--- src/rtl/lsu_pkg.sv ---
// Shared constants and types for the load/store unit.
// Size codes follow the core's funct3 encoding; widths and FSM state live here.
package lsu_pkg;

  localparam int unsigned ADDR_W   = 32;
  localparam int unsigned DATA_W   = 32;
  localparam int unsigned FUNCT3_W = 3;
  localparam int unsigned CNT_W    = 16;

  localparam logic [FUNCT3_W-1:0] SIZE_B  = 3'b000;
  localparam logic [FUNCT3_W-1:0] SIZE_H  = 3'b001;
  localparam logic [FUNCT3_W-1:0] SIZE_W  = 3'b010;
  localparam logic [FUNCT3_W-1:0] SIZE_BU = 3'b100;
  localparam logic [FUNCT3_W-1:0] SIZE_HU = 3'b101;

  typedef enum logic [1:0] {
    ST_IDLE = 2'd0,
    ST_REQ  = 2'd1,
    ST_WAIT = 2'd2,
    ST_RESP = 2'd3
  } lsu_state_e;

endpackage

--- src/rtl/lsu_align_check.sv ---
// Combinational legality check of a core request: size code versus direction
// and natural alignment of the low address bits.
module lsu_align_check
  import lsu_pkg::*;
(
  input  logic [FUNCT3_W-1:0] i_funct3,
  input  logic [1:0]          i_addr_lo,
  input  logic                i_we,
  output logic                o_legal_c
);

  // Zero-extending sizes only make sense for loads.
  always_comb begin
    o_legal_c = 1'b0;
    case (i_funct3)
      SIZE_B:  o_legal_c = 1'b1;
      SIZE_BU: o_legal_c = !i_we;
      SIZE_H:  o_legal_c = !i_addr_lo[0];
      SIZE_HU: o_legal_c = !i_we && !i_addr_lo[0];
      SIZE_W:  o_legal_c = (i_addr_lo == 2'b00);
      default: o_legal_c = 1'b0;
    endcase
  end

endmodule

--- src/rtl/lsu.sv ---
// Load/store unit: single-beat pipelined Wishbone initiator for the core.
// Optional bus timeout is enabled by defining LSU_TIMEOUT_EN.
module lsu
  import lsu_pkg::*;
#(
  parameter int unsigned TIMEOUT_CYCLES = 255
) (
  input  logic                i_clk,
  input  logic                i_reset,
  input  logic                i_req_valid,
  input  logic                i_req_we,
  input  logic [ADDR_W-1:0]   i_req_addr,
  input  logic [DATA_W-1:0]   i_req_data,
  input  logic [FUNCT3_W-1:0] i_req_funct3,
  output logic                o_req_ready,
  output logic                o_resp_valid,
  output logic [DATA_W-1:0]   o_resp_data,
  output logic                o_resp_err,
  output logic                o_wb_stb,
  output logic                o_wb_we,
  output logic [ADDR_W-1:0]   o_wb_addr,
  output logic [DATA_W-1:0]   o_wb_data,
  output logic [FUNCT3_W-1:0] o_wb_sel,
  input  logic [DATA_W-1:0]   i_wb_data,
  input  logic                i_wb_ack,
  input  logic                i_wb_stall
);

  lsu_state_e          r_state;
  lsu_state_e          w_state_next;
  logic                w_legal;
  logic                w_timeout;
  logic                w_resp_err_next;
  logic [DATA_W-1:0]   w_resp_data_next;

  logic                r_req_ready;
  logic                r_resp_valid;
  logic [DATA_W-1:0]   r_resp_data;
  logic                r_resp_err;
  logic                r_wb_stb;
  logic                r_wb_we;
  logic [ADDR_W-1:0]   r_wb_addr;
  logic [DATA_W-1:0]   r_wb_data;
  logic [FUNCT3_W-1:0] r_wb_sel;

  lsu_align_check u_align_check (
    .i_funct3  (i_req_funct3),
    .i_addr_lo (i_req_addr[1:0]),
    .i_we      (i_req_we),
    .o_legal_c (w_legal)
  );

  always_ff @(posedge i_clk or posedge i_reset) begin
    if (i_reset) r_state <= ST_IDLE;
    else         r_state <= w_state_next;
  end

  // A valid ack always beats a timeout in the same cycle.
  always_comb begin
    w_state_next     = r_state;
    w_resp_err_next  = 1'b0;
    w_resp_data_next = '0;
    case (r_state)
      ST_IDLE: begin
        if (i_req_valid) begin
          if (w_legal) begin
            w_state_next = ST_REQ;
          end else begin
            w_state_next    = ST_RESP;
            w_resp_err_next = 1'b1;
          end
        end
      end
      ST_REQ: begin
        if (!i_wb_stall && i_wb_ack) begin
          w_state_next     = ST_RESP;
          w_resp_data_next = r_wb_we ? '0 : i_wb_data;
        end else if (w_timeout) begin
          w_state_next    = ST_RESP;
          w_resp_err_next = 1'b1;
        end else if (!i_wb_stall) begin
          w_state_next = ST_WAIT;
        end
      end
      ST_WAIT: begin
        if (i_wb_ack) begin
          w_state_next     = ST_RESP;
          w_resp_data_next = r_wb_we ? '0 : i_wb_data;
        end else if (w_timeout) begin
          w_state_next    = ST_RESP;
          w_resp_err_next = 1'b1;
        end
      end
      ST_RESP: w_state_next = ST_IDLE;
      default: w_state_next = ST_IDLE;
    endcase
  end

  // Outputs are registered from the next state so they line up with it.
  always_ff @(posedge i_clk or posedge i_reset) begin
    if (i_reset) begin
      r_req_ready  <= 1'b1;
      r_resp_valid <= 1'b0;
      r_resp_data  <= '0;
      r_resp_err   <= 1'b0;
      r_wb_stb     <= 1'b0;
      r_wb_we      <= 1'b0;
      r_wb_addr    <= '0;
      r_wb_data    <= '0;
      r_wb_sel     <= '0;
    end else begin
      r_req_ready  <= (w_state_next == ST_IDLE);
      r_resp_valid <= (w_state_next == ST_RESP);
      r_resp_data  <= w_resp_data_next;
      r_resp_err   <= w_resp_err_next;
      r_wb_stb     <= (w_state_next == ST_REQ);
      if (r_state == ST_IDLE && i_req_valid && w_legal) begin
        r_wb_we   <= i_req_we;
        r_wb_addr <= i_req_addr;
        r_wb_data <= i_req_data;
        r_wb_sel  <= i_req_funct3;
      end
    end
  end

`ifdef LSU_TIMEOUT_EN
  logic [CNT_W-1:0] r_cnt;
  logic             w_busy;

  assign w_busy = (r_state == ST_REQ) || (r_state == ST_WAIT);

  always_ff @(posedge i_clk or posedge i_reset) begin
    if (i_reset)                                              r_cnt <= '0;
    else if (w_state_next == ST_REQ && r_state != ST_REQ)     r_cnt <= '0;
    else if (w_busy)                                          r_cnt <= r_cnt + CNT_W'(1);
  end

  assign w_timeout = w_busy && (r_cnt == CNT_W'(TIMEOUT_CYCLES - 1));
`else
  logic w_unused_timeout;
  assign w_unused_timeout = ^TIMEOUT_CYCLES;
  assign w_timeout        = 1'b0;
`endif

  assign o_req_ready  = r_req_ready;
  assign o_resp_valid = r_resp_valid;
  assign o_resp_data  = r_resp_data;
  assign o_resp_err   = r_resp_err;
  assign o_wb_stb     = r_wb_stb;
  assign o_wb_we      = r_wb_we;
  assign o_wb_addr    = r_wb_addr;
  assign o_wb_data    = r_wb_data;
  assign o_wb_sel     = r_wb_sel;

endmodule

--- config.mk ---
export PLATFORM = sky130hd
export DESIGN_NAME = lsu
export DESIGN_NICKNAME = d
export VERILOG_FILES = /design/src/rtl/lsu_pkg.sv /design/src/rtl/lsu_align_check.sv /design/src/rtl/lsu.sv
export SDC_FILE = /design/constraint.sdc
export NUM_CORES = 1
export LEC_CHECK = 0
export CAP_MARGIN = 20
export CELL_PAD_IN_SITES_DETAIL_PLACEMENT = 2
export CELL_PAD_IN_SITES_GLOBAL_PLACEMENT = 2
export CORE_ASPECT_RATIO = 1.1
export CORE_MARGIN = 10
export CORE_UTILIZATION = 27
export DETAILED_ROUTE_END_ITERATION = 16
export GPL_ROUTABILITY_DRIVEN = 1
export MAX_ROUTING_LAYER = met4
export PLACE_DENSITY = 0.92
export SETUP_SLACK_MARGIN = 0.1
export SYNTH_ARGS = -nofsm -noshare
export SYNTH_HDL_FRONTEND = slang
export SYNTH_SLANG_ARGS = --single-unit
--- constraint.sdc ---
create_clock -name i_clk -period 7.8 [get_ports i_clk]
set_input_delay 1.56 -clock i_clk [delete_from_list [all_inputs] [get_ports i_clk]]
set_output_delay 1.56 -clock i_clk [all_outputs]
set_load 0.005 [all_outputs]
# ---- Word-level counts from Yosys, hierarchy flattened
# Index checks and enable logic that the tools add are counted.
dict set report op_classes {
  n_mux 14
  n_eq_ne 9
  reduce_logical 11
}
# cell count
set op_table {}
lappend op_table {{$mux W32} 3}
lappend op_table {{$pmux W32 S2} 1}
lappend op_table {{$mux W2} 5}
lappend op_table {{$pmux W2 S4} 1}
lappend op_table {{$eq A2 B2 Y1 const B} 3}
lappend op_table {{$eq A3 B3 Y1 const B} 2}
lappend op_table {{$logic_not A2 Y1} 3}
lappend op_table {{$pmux W1 S5} 1}
lappend op_table {{$eq A2 B1 Y1 const B} 2}
lappend op_table {{$logic_and A1 B1 Y1} 4}
lappend op_table {{$eq A3 B1 Y1 const B} 1}
lappend op_table {{$eq A3 B2 Y1 const B} 1}
lappend op_table {{$logic_not A1 Y1} 3}
lappend op_table {{$logic_not A3 Y1} 1}
lappend op_table {{$mux W1} 3}
dict set report word_totals {
  output_inout_bits 104
  register_bits 106
  elab_cells 44
  in_bits 105
}

# ---- Depth between registers and ports, before layout
dict set report depth {
  depth_word 7
  ltp_mapped 7
  ltp_nobuf 5
}

# ---- By module
# A second synthesis with hierarchy kept.
dict set report unflattened {
  cells_unflattened 255
  hier_area_um2 4038.9
}
# module cells_each area_each_um2 seq_area_each_um2 n_inst
set modules_own_cells {}
lappend modules_own_cells {lsu 253 4020.1 2653.8 1}
lappend modules_own_cells {lsu_align_check 2 18.8 0.0 1}

# ---- Worst setup path before layout
# No wires, ideal clock.
dict set report synth_timing {
  path_type {input-to-reg}
  start {input port i_req_addr[0]}
  end {register r_wb_addr[0] (netlist: o_wb_addr[0])}
  path_slack_ps 4752
  cell_stages 5
  required_ps 7673
  setup_time_ps 127
  arrival_time_ps 2921
  n_path_buf 2
  cell_sequence {or4_4 -> a21oi_4 -> buf_6 -> buf_6 -> mux2_1}
}
dict set report synth_via {
  elab_chain_cells 4
  word_cells_on_any_way 5
  classes_between {mux (1); reduce/logical (4)}
}
# item line_no
set synth_lines {}
lappend synth_lines {{start: declaration} lsu.sv:12} ;# input logic [ADDR_W-1:0] i_req_addr,
lappend synth_lines {{$logic_not A1 Y1} {lsu_align_check.sv:18, lsu_align_check.sv:19}}
lappend synth_lines {{$logic_and A1 B1 Y1} lsu_align_check.sv:19} ;# SIZE_HU: o_legal_c = !i_we && !i_addr_lo[0];
lappend synth_lines {{$pmux W1 S5} lsu_align_check.sv:15} ;# case (i_funct3)
lappend synth_lines {{$logic_and A1 B1 Y1} lsu.sv:117} ;# if (r_state == ST_IDLE && i_req_valid && w_legal) begin
lappend synth_lines {{end signal: assignment} lsu.sv:119} ;# r_wb_addr <= i_req_addr;
lappend synth_lines {{end: declaration} lsu.sv:42} ;# logic [ADDR_W-1:0] r_wb_addr;
# Parallel ways exist; a longest one is shown, timed or not.
# A chain may end at the register's enable or synchronous reset.

# ---- Final worst setup path
dict set report layout_timing {
  start {input port i_req_addr[0]}
  end {register r_wb_addr[30] (netlist: o_wb_addr[30])}
}
dict set report layout_via {
  elab_chain_cells 4
  word_cells_on_any_way 5
  classes_between {mux (1); reduce/logical (4)}
}
# item line_no
set layout_lines {}
lappend layout_lines {{$logic_not A1 Y1} {lsu_align_check.sv:18, lsu_align_check.sv:19}}
lappend layout_lines {{$logic_and A1 B1 Y1} lsu_align_check.sv:19}
lappend layout_lines {{$pmux W1 S5 *} lsu_align_check.sv:15}
lappend layout_lines {{$logic_and A1 B1 Y1 *} lsu.sv:117}
# Every way passes the cells marked *; elsewhere a longest branch is shown, timed or not.

==> results_dict.tcl <==
set metrics [dict create \
    p_seq_share_pct 39.4 \
    dieArea_mm2 0.01991 \
    critPathLaunchType "input pin" \
    ys.flop_type "dfrtp_1" \
    syn_avg_cell_area_um2 15.77 \
    netlist.top_cell.by_area "dfrtp_1" \
    antenna_found_initial 0 \
    fin_skew_ns 0.005692 \
    clkTransAtPathRegs_ns 0.07 \
    cts_resized 0 \
    cts_tree "yes" \
    numPortBuffers 208 \
    htreeDepth 3 \
    start_util_pct 27.51 \
    drive_gt1_share_pct 15.20 \
    hold_buffers 0 \
    required_ns 8.03 \
    final_nets 573 \
    hold_viol 0 \
    min_period_over_period_pct 51.02 \
    grtUsageMet1_pct 14.31 \
    critical_path_class "in -> reg" \
    drt_wl_total_um 14900 \
    grt_usage_pct 15.48 \
    ys_seq_elements 106 \
    postSynth.asyncResetShare_pct 100.0 \
    synth.cell_area_mm2 0.003959 \
    cp_slowest_cell "buf_4" \
    grt_pass1_vias 3565 \
    drv_cap 0 \
    syn_inst 251 \
    num_antenna_cells 0 \
    power.density_mw_per_mm2 341.1 \
    combPwrFrac_pct 39.6 \
    final-seq-area_mm2 0.002654 \
    n_fill_cell 1424 \
    overflow 0 \
    grt_max_degree 56 \
    multi_input_area_mm2 0.001216 \
    swShare_pct 28.19 \
    wire_per_inst_um 22.60 \
    grt-busiest-layer "met2" \
    vdd_drop_max_mv 0.1262 \
    clk_latency_ns 0.35 \
    ys_types 25 \
    use_met2_pct 28.57 \
    synth.area.top_cells "dfrtp_1, mux2_2, mux2_1" \
    hpwlAfterDp_um 11970 \
    final.setup.tns_ns 0 \
    yosysSeqAreaShare_pct 67.04 \
    post-route-drc-count 0 \
    drtAntennaViolNets 0 \
    area_growth_pct 65.42 \
    path_buf_inv 2 \
    hold_class "reg -> reg" \
    cts_setup_buffers 0 \
    netlist_top_cells_count "dfrtp_1, mux2_2, and2_1" \
    cp_max_fo 55 \
    synth_warnings 0 \
    num_vias 2842 \
    cp-end-kind "flop" \
    viasPerCell 4.313 \
    crit_arrival_ns 4.21 \
    initialDrtViolationCount 96 \
    crit_chain "clkdlybuf4s50_1 -> or4_4 -> a21oi_4 -> buf_4 -> mux2_2" \
    fmax_mhz 251.3 \
    synth_fp_nets 361 \
    grt_pass1_wl_um 22470 \
    final_max_slew_viol_count 0 \
    power_frac_clock_pct 21.0 \
    drtPass1Iterations 4 \
    status "completed" \
    dieHeight_um 147.0 \
    rsz0062_at_grt "no" \
    slew_headroom_pct 51.55 \
    intPower_mw 1.604 \
    power.switching_uw 629.7 \
    cts-root-buf "clkbuf_16" \
    gr-usage-met3_pct 6.344 \
    synth_enable_flop_cells 0 \
    clock-sinks 106 \
    boundaryPins 209 \
    cpLargestDelayFamily "buffers and inverters" \
    die_x_um 135.5 \
    tritoncts.num_buffers 9 \
    period_minus_slack_ns 3.980 \
    setup_viol 0 \
    tightest_slew_ns 0.7267 \
    yosys.cell_count.top_type "dfrtp_1" \
    synthDominantCellAreaShare_pct 66.37 \
    p_leak_nw 2.796 \
    rows 46 \
    fin_hold_ws_ns 0.4960 \
    clk_path_buf_depth 2 \
    place.gp.congestion 0.7914 \
    max_stage_delay_ns 0.67 \
    coreArea_mm2 0.01439 \
]
-- per-layer routing --
layer,vias to the layer above,share of wire (%)
met4,0,1.2
met3,12,8.2
met1,1438,34
met5,-,0
li1,1271,-
met2,121,56
-- through the flow --
| stage | utilization [%] | instance area, um^2 | power, mW | std cells | setup slack [ns] |
|---|---|---|---|---|---|
| 6_report | 45.51 | 6549 | 2.234 | 659 | 3.820 |
| 5_1_grt | 45.51 | 6549 | 2.376 | 659 | 3.720 |
| 4_1_cts | 45.51 | 6549 | 2.293 | 659 | 3.799 |
| 3_5_place_dp | 43.39 | 6243 | 1.800 | 644 | 3.437 |
| 3_3_place_gp | 43.39 | 6243 | 1.714 | 644 | 3.586 |
| 2_1_floorplan | - | 3959 | 1.163 | 251 | 3.453 |
-- state kept, by name, summed over array words and instances (netlist names) --
register and flops:
o_wb_stb 1, o_wb_addr 32, o_resp_valid 1, o_wb_sel 3, r_state 2, o_wb_we 1, o_wb_data 32, o_resp_err 1
o_req_ready 1, o_resp_data 32
-- final cells by class --
cell class                 count  area share, %
sequential                   106          40.52
timing repair buffer         211          32.14
multi-input combinational    128          18.57
clock buffer                  13          4.127
tap                          192          3.668
clock inverter                 2         0.5350
inverter                       7         0.4394
-- logic make-up after synthesis --
logic type / share of synthesized area [%]
simple gates: 6.606
flops: 67.04
mux: 19.34
buf+inv: 2.560
compound gates: 2.876
fa+ha+maj: 1.580
-- path summary, 6_finish.rpt --
| check | from | cells after the start | slack (ns) | end |
|---|---|---|---|---|
| worst max-delay path | i_req_addr[0] | 5 | 3.82 | o_wb_addr[30] |
| worst min-delay path | o_wb_addr[13] | 1 | 0.50 | o_wb_addr[13] |
| worst max register to register | r_state[1] | 6 | 5.23 | o_wb_addr[30] |
| worst min register to register | o_wb_addr[13] | 1 | 0.50 | o_wb_addr[13] |
| max in group asynchronous | i_reset | 3 | 4.92 | o_wb_addr[12] |
| min in group asynchronous | i_reset | 2 | 1.69 | o_wb_data[6] |
-- power groups by stage --
stage                     Combinational, mW  Clock (mW)  Sequential [mW]
after detailed placement              0.904           0            0.896
after global routing                  0.951       0.514            0.911
after global placement                0.844           0            0.870
final                                 0.885       0.470            0.880
after CTS                             0.913       0.493            0.887
after floorplan                       0.276           0            0.887
-- placed cells by master (no fill, tap or decap), types with 2 or more instances in the layout --
master / count
nand2b_1: 2
dfrtp_1: 105
and2_1: 33
a211o_1: 2
mux2_1: 20
inv_1: 6
a211oi_1: 3
nand2_1: 3
clkbuf_8: 3
nor2_1: 2
mux2_2: 48
clkdlybuf4s50_1: 208
ha_1: 5
buf_4: 3
clkbuf_16: 9
Note: power is estimated with default switching activity, not from simulation.
